**src/rtl/mult_matrix_skew_pkg.sv**
```systemverilog
// Shared matrix package: FSM state encoding and lane bit-slice placement.
// Used by mult_matrix_skew and mult_matrix_revert.
package mult_matrix_skew_pkg;

  typedef enum logic [1:0] {
    ST_IDLE  = 2'd0,
    ST_FEED  = 2'd1,
    ST_DRAIN = 2'd2
  } mm_state_e;

  // LSB of lane `lane` in a packed row; lane 0 occupies the most significant slice.
  function automatic int unsigned lane_lsb(input int unsigned lane,
                                           input int unsigned dw,
                                           input int unsigned lanes);
    return (lanes - 1 - lane) * dw;
  endfunction

endpackage

```
**src/rtl/skew_lane_delay.sv**
```systemverilog
// Per-lane delay line of `depth` advance steps with zero injection.
// Ports: clk, rst_n (async active-low), adv_i (advance enable),
//        zero_i (replace din_i with zero), din_i (lane input), dout_o (delayed lane).
// depth = 0 is a pure (zero-masked) pass-through.
module skew_lane_delay #(
  parameter int unsigned data_size = 4,
  parameter int unsigned depth     = 0
) (
  input  logic                 clk,
  input  logic                 rst_n,
  input  logic                 adv_i,
  input  logic                 zero_i,
  input  logic [data_size-1:0] din_i,
  output logic [data_size-1:0] dout_o
);

  logic [data_size-1:0] lane_in_c;
  assign lane_in_c = zero_i ? '0 : din_i;

  if (depth == 0) begin : g_pass
    logic unused_ok;
    assign unused_ok = &{1'b0, clk, rst_n, adv_i};
    assign dout_o    = lane_in_c;
  end else begin : g_shift
    logic [depth-1:0][data_size-1:0] sr_q, sr_d;

    // Shift by one slot on every advance step; otherwise hold.
    always_comb begin
      sr_d = sr_q;
      if (adv_i) begin
        sr_d[0] = lane_in_c;
        for (int unsigned k = 1; k < depth; k++) begin
          sr_d[k] = sr_q[k-1];
        end
      end
    end

    always_ff @(posedge clk or negedge rst_n) begin
      if (!rst_n) sr_q <= '0;
      else        sr_q <= sr_d;
    end

    assign dout_o = sr_q[depth-1];
  end

endmodule

```
**src/rtl/mult_matrix_skew.sv**
```systemverilog
// Diagonal skew of a row stream: lane c is delayed by c advance steps, then all
// lanes share one output register. After the last row, size-1 DRAIN cycles
// push zeros through to flush the staircase.
// Ports: clk, rst_n (async active-low), in_row/in_valid/in_last/in_ready (row input),
//        output_stream/out_valid (skewed beats, no backpressure), busy (FEED or DRAIN).
module mult_matrix_skew
  import mult_matrix_skew_pkg::*;
#(
  parameter int unsigned data_size = 4,
  parameter int unsigned size      = 3
) (
  input  logic                      clk,
  input  logic                      rst_n,
  input  logic [data_size*size-1:0] in_row,
  input  logic                      in_valid,
  input  logic                      in_last,
  output logic                      in_ready,
  output logic [data_size*size-1:0] output_stream,
  output logic                      out_valid,
  output logic                      busy
);

  localparam int unsigned W          = data_size * size;
  localparam int unsigned CNT_W      = (size > 1) ? $clog2(size) : 1;
  localparam int unsigned DRAIN_LAST = (size > 1) ? size - 2 : 0;

  mm_state_e        state_q, state_d;
  logic [CNT_W-1:0] cnt_q, cnt_d;
  logic [W-1:0]     stream_q, stream_d;
  logic             valid_q, busy_q;
  logic             advance_c, zero_c;
  logic [W-1:0]     lane_out_c;

  // Ready is a pure state decode so upstream sees it in the same cycle.
  assign in_ready = (state_q != ST_DRAIN);

  // Next-state, drain counter and advance/zero-inject control.
  always_comb begin
    state_d   = state_q;
    cnt_d     = cnt_q;
    advance_c = 1'b0;
    zero_c    = 1'b0;
    unique case (state_q)
      ST_IDLE, ST_FEED: begin
        if (in_valid) begin
          advance_c = 1'b1;
          if (in_last) begin
            cnt_d   = '0;
            state_d = (size > 1) ? ST_DRAIN : ST_IDLE;
          end else begin
            state_d = ST_FEED;
          end
        end
      end
      ST_DRAIN: begin
        advance_c = 1'b1;
        zero_c    = 1'b1;
        if (cnt_q == CNT_W'(DRAIN_LAST)) begin
          cnt_d   = '0;
          state_d = ST_IDLE;
        end else begin
          cnt_d = cnt_q + CNT_W'(1);
        end
      end
      default: begin
        cnt_d   = '0;
        state_d = ST_IDLE;
      end
    endcase
  end

  // Bubbles hold the output bus; only an advance step loads it.
  assign stream_d = advance_c ? lane_out_c : stream_q;

  always_ff @(posedge clk or negedge rst_n) begin
    if (!rst_n) begin
      state_q  <= ST_IDLE;
      cnt_q    <= '0;
      stream_q <= '0;
      valid_q  <= 1'b0;
      busy_q   <= 1'b0;
    end else begin
      state_q  <= state_d;
      cnt_q    <= cnt_d;
      stream_q <= stream_d;
      valid_q  <= advance_c;
      busy_q   <= (state_d != ST_IDLE);
    end
  end

  // One delay line per lane, depth equal to the lane index.
  for (genvar c = 0; c < int'(size); c++) begin : g_lane
    skew_lane_delay #(
      .data_size (data_size),
      .depth     (c)
    ) u_delay (
      .clk    (clk),
      .rst_n  (rst_n),
      .adv_i  (advance_c),
      .zero_i (zero_c),
      .din_i  (in_row[lane_lsb(c, data_size, size) +: data_size]),
      .dout_o (lane_out_c[lane_lsb(c, data_size, size) +: data_size])
    );
  end

  assign output_stream = stream_q;
  assign out_valid     = valid_q;
  assign busy          = busy_q;

endmodule

```
**config.mk**
```make
export PLATFORM = sky130hd
export DESIGN_NAME = mult_matrix_skew
export DESIGN_NICKNAME = d
export VERILOG_FILES = /design/src/rtl/mult_matrix_skew_pkg.sv /design/src/rtl/skew_lane_delay.sv /design/src/rtl/mult_matrix_skew.sv
export SDC_FILE = /design/constraint.sdc
export NUM_CORES = 1
export LEC_CHECK = 0
export CORE_UTILIZATION = 48
export CTS_BUF_LIST = sky130_fd_sc_hd__clkbuf_8
export DETAILED_ROUTE_END_ITERATION = 10
export HOLD_SLACK_MARGIN = 0.15
export PLACE_DENSITY = 0.74
export SYNTH_ARGS = -nofsm -noshare
export SYNTH_HDL_FRONTEND = slang
export SYNTH_HIERARCHICAL = 1
export SYNTH_SLANG_ARGS = --single-unit
```
**constraint.sdc**
```tcl
create_clock -name clk -period 1.7 [get_ports clk]
set_input_delay 0.17 -clock clk [delete_from_list [all_inputs] [get_ports clk]]
set_output_delay 0.17 -clock clk [all_outputs]
set_load 0.02 [all_outputs]
```
==> results of run 1 <==
## metrics by stage
stage / setup slack [ns] / power (mW) / utilization / hold slack, ns
after CTS: 0.0298 / 3.25 / 0.675 / 0.278
after global routing: 0.197 / 3.42 / 0.676 / 0.316
after detailed placement: 0.120 / 2.65 / 0.637 / 0.490
final: 0.283 / 3.21 / 0.676 / 0.270
after floorplan: 0.196 / 2.19 / - / -0.126
after global placement: 0.156 / 2.59 / 0.637 / 0.479
## cell usage after synthesis (all sizes together)
master  number
a21oi        3
buf          6
dfrtp       30
inv         11
mux2        16
nand2        2
nand2b       1
nand3b       8
nor2         2
nor2b        6
o21ai       13
## final cells by class
cell class / instances / area (um2) / area share
Inverter: 11 / 41.3 / 0.0244
Tap cell: 30 / 37.5 / 0.0222
Timing Repair Buffer: 33 / 338 / 0.200
Sequential cell: 30 / 751 / 0.444
Multi-Input combinational cell: 51 / 427 / 0.253
Clock inverter: 2 / 12.5 / 0.00741
Clock buffer: 6 / 82.6 / 0.0489
## per-layer routing
layer / vias up / global-route usage
met4: 0 / 0.0921
li1: 390 / -
met3: 6 / 0.0763
met2: 22 / 0.292
met5: - / 0
met1: 386 / 0.192
## layout by cell type, fill, tap and decap left out
cell type / synthesis / layout
mux2_4: 11 / 11
clkdlybuf4s50_1: 0 / 29
mux2_2: 5 / 5
nand2_1: 2 / 2
o21ai_0: 12 / 12
buf_4: 4 / 2
dlymetal6s2s_1: 0 / 1
inv_2: 1 / 1
clkinv_2: 0 / 1
a21oi_1: 3 / 3
buf_12: 1 / 1
nand2b_2: 1 / 1
o21ai_2: 1 / 1
dfrtp_1: 30 / 30
clkbuf_8: 0 / 6
nor2_1: 2 / 2
clkinvlp_4: 0 / 1
inv_1: 10 / 10
nand3b_1: 8 / 8
nor2b_1: 6 / 6
## worst register-to-register path: stages, from the launching register on
cell      delay [ns]
dfrtp_1         0.39
nand2b_2        0.22
inv_1           0.32
nor2b_1         0.10
mux2_4          0.27
## path summary, 6_finish.rpt
path	from	to	slack, ns
setup / recovery	state_q[0]$_DFF_PN0_	output_stream[10]$_DFFE_PN0P_	0.28
hold / removal	rst_n	output_stream[1]$_DFFE_PN0P_	0.27
setup reg to reg	state_q[0]$_DFF_PN0_	output_stream[10]$_DFFE_PN0P_	0.28
hold reg to reg	cnt_q[1]$_DFFE_PN0P_	cnt_q[1]$_DFFE_PN0P_	0.50
max in group asynchronous	rst_n	output_stream[7]$_DFFE_PN0P_	1.16
min in group clk	in_row[1]	g_lane[2].u_delay/g_shift.sr_q[1]$_DFFE_PN0P_	0.49
## power by group through the flow
stage,Combinational (mW),Sequential [mW],Clock (mW)
6_report,1.41,1.21,0.584
5_1_grt,1.53,1.26,0.634
4_1_cts,1.43,1.22,0.602
3_5_place_dp,1.43,1.23,0
3_3_place_gp,1.39,1.20,0
2_1_floorplan,0.816,1.38,0
## what timing repair did
item,in CTS,in global routing
endpoints found under the setup margin,0,1
setup buffers,0,0
hold buffers,0,0
gates resized for setup,0,1
## sequential cells by signal, summed over array words and instances, names as in the netlist
signal,flops
output_stream,12
g_lane.u_delay/dout_o,8
g_lane.u_delay/g_shift.sr_q,4
cnt_q,2
state_q,2
busy,1
out_valid,1
## cells by family (layout without fill, tap and decap cells)
logic type | count (synthesis) | after routing | synth area share
AO/OA/AOI/OAI | 16 | 16 | 0.0655
buffers and inverters | 17 | 52 | 0.0802
flip-flops | 30 | 30 | 0.587
multiplexers | 16 | 16 | 0.173
AND/OR/NAND/NOR | 19 | 19 | 0.0948
==> results.py, run 1 <==
metrics = {
    "critical_path": {
        "slowest_stage": "dfrtp_1",
        "crit_cells": 4,
        "critPathKind": "flop to flop",
        "cp-start-kind": "flop",
        "end_kind": "flop",
        "crit_arrival_ns": 1.58,
        "cp.required_ns": 1.86,
        "critPathMaxFanout": 14,
        "crit_path_cell_trace": "nand2b_2, inv_1, nor2b_1, mux2_4",
        "reg2reg_depth": 4,
        "crit_buf_inv": 1,
        "path_delay_family": "flip-flops",
        "cp_slowest_stage_delay_ns": 0.39,
    },
    "pwr": {
        "ir_drop_mv": 1.31,
        "comb_power_share": 0.440,
        "p_sw_frac": 0.332,
        "clock_power_share": 0.182,
        "p_int_mw": 2.14,
        "p_leak_nw": 0.781,
        "p_switching_mw": 1.06,
        "p_per_area_nw_per_um2": 1900,
        "p_seq_frac": 0.377,
    },
    "global_routing": {
        "grt_antenna_before_repair": 0,
        "track_usage": 0.177,
        "grt_overflow_total": 0,
        "grt_start_max_net_pins": 34,
        "grt_pass1_vias": 783,
        "grt_pass1_wl_mm": 3.39,
    },
    "logic_synthesis": {
        "synthesis.area_um2": 1280,
        "synth_top_cell_area_share": 0.587,
        "yosys_warnings": 6,
        "ys_seq_area_frac": 0.587,
        "syn_avg_cell_area_um2": 13.1,
        "synth_fp_nets": 114,
        "synthCells": 98,
        "ys_top_cells_by_area": "dfrtp_1 (59%), mux2_4 (13%), o21ai_0 (4.7%), nand3b_1 (4.7%), mux2_2 (4.4%)",
        "ys_ff_latch": 30,
        "yosysUniqueCellTypes": 16,
        "synth_top_area_cell": "dfrtp_1",
    },
    "routing": {
        "detail_route.wl_per_cell_um": 13.1,
        "drt_iter0_drc": 7,
        "wl_met3_um": 125,
        "m1WireLength_um": 937,
        "viasPerCell": 4.93,
        "drc": 0,
        "num_vias": 804,
        "wl_met2_mm": 1.03,
        "ant_nets": 0,
        "wirelength_mm": 2.14,
        "first_pass_iters": 4,
        "routed.top_layer": "met4",
    },
    "timing": {
        "period_needed_ns": 1.42,
        "finClkSkew_ns": 0.00437,
        "fmax_mhz": 706,
        "hold_viol": 0,
        "grt_setup_unrepaired": "no",
        "drv_slew": 0,
        "setup-violations-final": 0,
        "post-route-period-util": 0.834,
        "slew_headroom": 0.737,
        "worstMarginPinSlew_ns": 0.395,
        "finalSetupTns_ns": 0,
    },
    "floorplan": {
        "rows": 18,
        "pin_count": 31,
        "fp.dieW_um": 53.6,
        "initial_core_util": 0.512,
        "fp.dieH_um": 53.6,
        "core_um2": 2500,
        "die_area_um2": 2880,
    },
    "clocking": {
        "cts_tree": "yes",
        "path_clk_slew_ns": 0.06,
        "cts.sinks": 30,
        "cts_inserted_buffers": 5,
        "root_buffer": "clkbuf_8",
        "clock_latency_ns": 0.28,
        "htree_levels": 2,
        "cts_buffer_depth": 2,
    },
    "final_layout": {
        "num_antenna_cells": 0,
        "final_cell_count_no_fill": 163,
        "fin_area_um2": 1690,
        "nNetsFinal": 148,
        "drive_gt1_frac": 0.226,
        "fillCellCount": 190,
        "synthToLayoutAreaGrowth_pct": 32.0,
    },
    "hold_path": {
        "hold_class": "primary input to async pin",
    },
    "run": {
        "maxCapViolCount": 0,
    },
    "run_status": {
        "outcome": "finished, final reports clean",
    },
    "place": {
        "port_buffers": 30,
        "place_hpwl_mm": 1.49,
        "place_congestion": 0.658,
        "post_dp_cell_area_um2": 1590,
        "dp_cells": 155,
    },
}
(Power assumes the default switching activity.)
==> inputs of run 2 (changes only) <==
Clock period 1.7 ns to 1.45 ns, I/O delays scaled along.
==> run 2 against run 1 <==
Compared with the run above: worst setup slack worse by 0.24 ns; sequential share of layout area decreased by 1.4 points; worst hold slack worse by 0.023 ns; die area did not move; largest power group unchanged; first-iteration DRC count is 29% higher; clock power rose by 4.5%; utilization up 2.3 points; global-route usage up 1.9 points; via count rose by 5.2%; register-to-register slack worse by 0.18 ns; critical path depth down 3.
==> results.py, run 2 (synthesized netlist as in run 1, its figures left out) <==
metrics = {
    "floorplan": {
        "rows": 18,
        "die_area_um2": 2880,
        "pin_count": 31,
        "fp.dieW_um": 53.6,
        "core_um2": 2500,
        "initial_core_util": 0.512,
        "fp.dieH_um": 53.6,
    },
    "global_routing": {
        "grt_pass1_wl_mm": 3.87,
        "grt_pass1_vias": 855,
        "grt_antenna_before_repair": 0,
        "grt_overflow_total": 0,
        "track_usage": 0.196,
        "grt_start_max_net_pins": 31,
    },
    "clocking": {
        "htree_levels": 2,
        "path_clk_slew_ns": 0.06,
        "ctsHoldBuffers": 0,
        "cts_tree": "yes",
        "cts_buffer_depth": 2,
        "clock_latency_ns": 0.27,
        "cts_inserted_buffers": 5,
        "root_buffer": "clkbuf_8",
        "cts.sinks": 30,
    },
    "pwr": {
        "clock_power_share": 0.157,
        "p_int_mw": 2.58,
        "p_seq_frac": 0.370,
        "ir_drop_mv": 1.31,
        "p_per_area_nw_per_um2": 2220,
        "p_switching_mw": 1.30,
        "p_leak_nw": 0.809,
        "comb_power_share": 0.473,
        "p_sw_frac": 0.334,
    },
    "timing": {
        "whs_ns": 0.247,
        "fmax_mhz": 711,
        "period_needed_ns": 1.41,
        "setup-violations-final": 0,
        "grt_setup_unrepaired": "no",
        "worstMarginPinSlew_ns": 0.370,
        "slew_headroom": 0.754,
        "finalSetupTns_ns": 0,
        "hold_viol": 0,
        "drv_slew": 0,
        "finClkSkew_ns": 0.00425,
        "post-route-period-util": 0.970,
    },
    "final_layout": {
        "fin_area_um2": 1750,
        "layout_commonest_cell": "dfrtp_1",
        "most-common-layout-cells": "dfrtp_1 (30), clkdlybuf4s50_1 (29), o21ai_0 (12)",
        "nNetsFinal": 156,
        "largest_register_ffs": 12,
        "drive_gt1_frac": 0.271,
        "num_antenna_cells": 0,
        "synthToLayoutAreaGrowth_pct": 36.4,
        "final_cell_count_no_fill": 170,
    },
    "critical_path": {
        "critPathKind": "flop to output pin",
        "path_delay_family": "buffers and inverters",
        "slowest_stage": "clkdlybuf4s50_1",
        "crit_start": "output_stream[8]$_DFFE_PN0P_",
        "critPathMaxFanout": 2,
        "cp_slowest_stage_delay_ns": 0.62,
        "crit_path_cell_trace": "clkdlybuf4s50_1",
        "cp.required_ns": 1.31,
        "end_kind": "output pin",
        "crit_arrival_ns": 1.26,
        "crit_buf_inv": 1,
        "cp-start-kind": "flop",
        "r2r_start": "state_q[1]$_DFF_PN0_",
    },
    "place": {
        "place_hpwl_mm": 1.55,
        "place_congestion": 0.631,
        "dp_cells": 159,
        "post_dp_cell_area_um2": 1630,
        "port_buffers": 30,
    },
    "run_status": {
        "outcome": "finished, final reports clean",
    },
    "run": {
        "maxCapViolCount": 0,
    },
    "routing": {
        "viasPerCell": 4.98,
        "num_vias": 846,
        "drt_iter0_drc": 9,
        "ant_nets": 0,
        "detail_route.wl_per_cell_um": 13.4,
        "drc": 0,
        "first_pass_iters": 4,
        "wirelength_mm": 2.27,
    },
    "hold_path": {
        "hold_class": "primary input to async pin",
    },
}
-- run 2: final timing paths --
| kind | end | slack (ns) | cells past startpoint |
|---|---|---|---|
| min | g_lane[2].u_delay/dout_o[0]$_DFFE_PN0P_ | 0.25 | 2 |
| max | output_stream[8] | 0.04 | 1 |
| max in group asynchronous | g_lane[1].u_delay/dout_o[1]$_DFFE_PN0P_ | 0.93 | 2 |
| min reg2reg | cnt_q[0]$_DFFE_PN0P_ | 0.51 | 1 |
| max reg2reg | g_lane[2].u_delay/dout_o[3]$_DFFE_PN0P_ | 0.10 | 4 |
| min in group clk | g_lane[1].u_delay/dout_o[1]$_DFFE_PN0P_ | 0.46 | 3 |
-- run 2: layout make-up --
type                       instances  area (um2)
clock inverter                     2        10.0
clock buffer                       5        68.8
inverter                          11        45.0
tap                               30        37.5
fill                             187         754
multi-input combinational         51         439
timing repair buffer              41         394
sequential                        30         751
-- run 2: power groups by stage --
| stage | registers, mW | clock network [mW] | logic, mW |
|---|---|---|---|
| global route | 1.48 | 0.669 | 1.99 |
| floorplan | 1.63 | 0 | 0.976 |
| detailed placement | 1.45 | 0 | 1.77 |
| finish | 1.44 | 0.610 | 1.83 |
| CTS | 1.44 | 0.622 | 1.77 |
| global placement | 1.43 | 0 | 1.72 |
-- run 2: timing repair --
item,4_1_cts,5_1_grt
gates resized for setup,1,1
setup endpoints to repair,1,6
hold endpoints to repair,0,0
setup buffers,0,4
pin swaps,0,0
-- run 2: metrics by stage --
stage / worst slack [ns] / power [mW] / utilization
2_1_floorplan: 0.0213 / 2.60 / -
3_3_place_gp: -0.0263 / 3.15 / 0.654
3_5_place_dp: -0.0631 / 3.22 / 0.654
4_1_cts: 0.0293 / 3.83 / 0.685
5_1_grt: 0.00197 / 4.13 / 0.698
6_report: 0.0430 / 3.88 / 0.698
-- run 2: per-layer routing --
metal  track usage  wire length, um  vias to the layer above
met5             0                0                        -
met4        0.0789               38                        0
met3        0.0678               96                        5
met2         0.321             1140                       20
met1         0.236              997                      419
li1              -                -                      402
==> inputs of run 3 (changes only) <==
Settings changed: REMOVE_ABC_BUFFERS set to 1.
==> run 3 against run 2 <==
Compared with the run above: count of clock-buffer cells in the layout unchanged; die area unchanged; non-clock buffer count down 6; global-route usage down 2.8 points; sequential share of layout area up 1.5 points; flip-flop and latch count unchanged.
==> results.py, run 3 (synthesized netlist as in run 1, its figures left out) <==
metrics = {
    "run_status": {
        "outcome": "finished, final reports clean",
    },
    "timing": {
        "worstMarginPinSlew_ns": 0.371,
        "fmax_mhz": 706,
        "drv_slew": 0,
        "hold_viol": 0,
        "slew_headroom": 0.753,
        "grt_setup_unrepaired": "no",
        "finClkSkew_ns": 0.00599,
        "setup_slack_ns": 0.0344,
        "post-route-period-util": 0.976,
        "setup-violations-final": 0,
        "period_needed_ns": 1.42,
        "whs_ns": 0.246,
    },
    "run": {
        "maxCapViolCount": 0,
    },
    "pwr": {
        "p_int_mw": 2.47,
        "comb_power_share": 0.453,
        "p_total_mw": 3.71,
        "ir_drop_mv": 1.43,
        "p_per_area_nw_per_um2": 2200,
        "p_leak_nw": 0.795,
        "p_switching_mw": 1.23,
        "p_seq_frac": 0.382,
        "clock_power_share": 0.165,
        "p_sw_frac": 0.333,
    },
    "global_routing": {
        "grt_start_max_net_pins": 31,
        "grt_pass1_vias": 752,
        "track_usage": 0.168,
        "grt_antenna_before_repair": 0,
        "grt_overflow_total": 0,
        "grt_pass1_wl_mm": 3.17,
    },
    "place": {
        "dp_cells": 157,
        "post-place-ws_ns": -0.0916,
        "place_hpwl_mm": 1.45,
        "port_buffers": 30,
        "place_congestion": 0.672,
    },
    "floorplan": {
        "fp.dieW_um": 53.6,
        "die_area_um2": 2880,
        "fp.dieH_um": 53.6,
        "rows": 18,
        "pin_count": 31,
        "initial_core_util": 0.512,
        "core_um2": 2500,
    },
    "routing": {
        "drc": 0,
        "wirelength_mm": 2.14,
        "num_vias": 807,
        "drt_iter0_drc": 8,
        "first_pass_iters": 2,
        "viasPerCell": 4.92,
        "ant_nets": 0,
        "detail_route.wl_per_cell_um": 13.1,
    },
    "final_layout": {
        "fillCellCount": 196,
        "drive_gt1_frac": 0.231,
        "register_area_um2": 751,
        "most-common-layout-cells": "dfrtp_1 (30), clkdlybuf4s50_1 (28), o21ai_0 (12)",
        "synthToLayoutAreaGrowth_pct": 31.8,
        "largest_register_ffs": 12,
        "num_antenna_cells": 0,
        "nNetsFinal": 150,
        "multi_input_area_um2": 427,
        "final_cell_count_no_fill": 164,
        "layout_commonest_cell": "dfrtp_1",
    },
    "clocking": {
        "cts_buffer_depth": 2,
        "root_buffer": "clkbuf_8",
        "path_clk_slew_ns": 0.06,
        "cts_setup_buffers": 0,
        "clock_latency_ns": 0.28,
        "htree_levels": 2,
        "cts_inserted_buffers": 5,
        "cts_tree": "yes",
        "cts.sinks": 30,
    },
    "critical_path": {
        "cp_slowest_stage_delay_ns": 0.62,
        "slowest_stage": "clkdlybuf4s50_1",
        "crit_path_cell_trace": "clkdlybuf4s50_1",
        "r2r_start": "state_q[0]$_DFF_PN0_",
        "crit_arrival_ns": 1.27,
        "cp.required_ns": 1.31,
        "crit_buf_inv": 1,
        "path_delay_family": "buffers and inverters",
        "critPathKind": "flop to output pin",
        "critPathMaxFanout": 2,
        "cp-start-kind": "flop",
        "end_kind": "output pin",
        "crit_start": "output_stream[6]$_DFFE_PN0P_",
    },
    "hold_path": {
        "hold_class": "primary input to async pin",
    },
}
## run 3: cell types whose count changed in the layout (fill, tap and decap cells not counted)
cell / change
nand2b_2: +1
o21ai_4: -1
clkinvlp_4: -1
nand2b_4: -1
clkdlybuf4s50_1: -1
o21ai_2: +1
inv_1: +1
buf_4: -6
dlymetal6s2s_1: +1
## run 3: final cells by class
class	instances	area share
Clock buffer	5	0.0408
Timing Repair Buffer	35	0.208
Inverter	11	0.0245
Clock inverter	2	0.00593
Tap cell	30	0.0223
Sequential cell	30	0.445
Multi-Input combinational cell	51	0.253
## run 3: per-layer routing
layer  GRT usage  routed length, um  up-vias
li1            -                  -      394
met1       0.197               1010      382
met2       0.254                969       29
met3      0.0847                153        2
met4      0.0789                 11        0
met5           0                  0        -
## run 3: power groups by stage
stage,sequential (mW),clock [mW],combinational (mW)
detailed placement,1.43,0,1.70
CTS,1.42,0.634,1.70
floorplan,1.62,0,0.814
global route,1.46,0.673,1.80
global placement,1.41,0,1.67
finish,1.42,0.613,1.68
## run 3: worst paths after layout
path                                                            endpoint  slack (ns)  cells past startpoint
max in group asynchronous  g_lane[2].u_delay/g_shift.sr_q[2]$_DFFE_PN0P_        0.93                      2
setup / recovery                                        output_stream[6]        0.03                      1
min in group clk                 g_lane[1].u_delay/dout_o[0]$_DFFE_PN0P_        0.45                      3
hold / removal                   g_lane[1].u_delay/dout_o[0]$_DFFE_PN0P_        0.25                      2
hold reg to reg                             output_stream[6]$_DFFE_PN0P_        0.50                      1
setup reg to reg                            output_stream[5]$_DFFE_PN0P_        0.06                      4
## run 3: repair_timing
action                     in CTS  in global routing
hold buffers                    0                  0
gates resized for setup         1                  1
setup endpoints to repair       1                  1
## run 3: stage by stage
stage          TNS [ns]   util  instance area [um2]
2_1_floorplan     -8.59      -                 1220
3_3_place_gp     -0.628  0.643                 1610
3_5_place_dp      -1.03  0.643                 1610
4_1_cts               0  0.674                 1680
5_1_grt               0  0.675                 1690
6_report              0  0.675                 1690
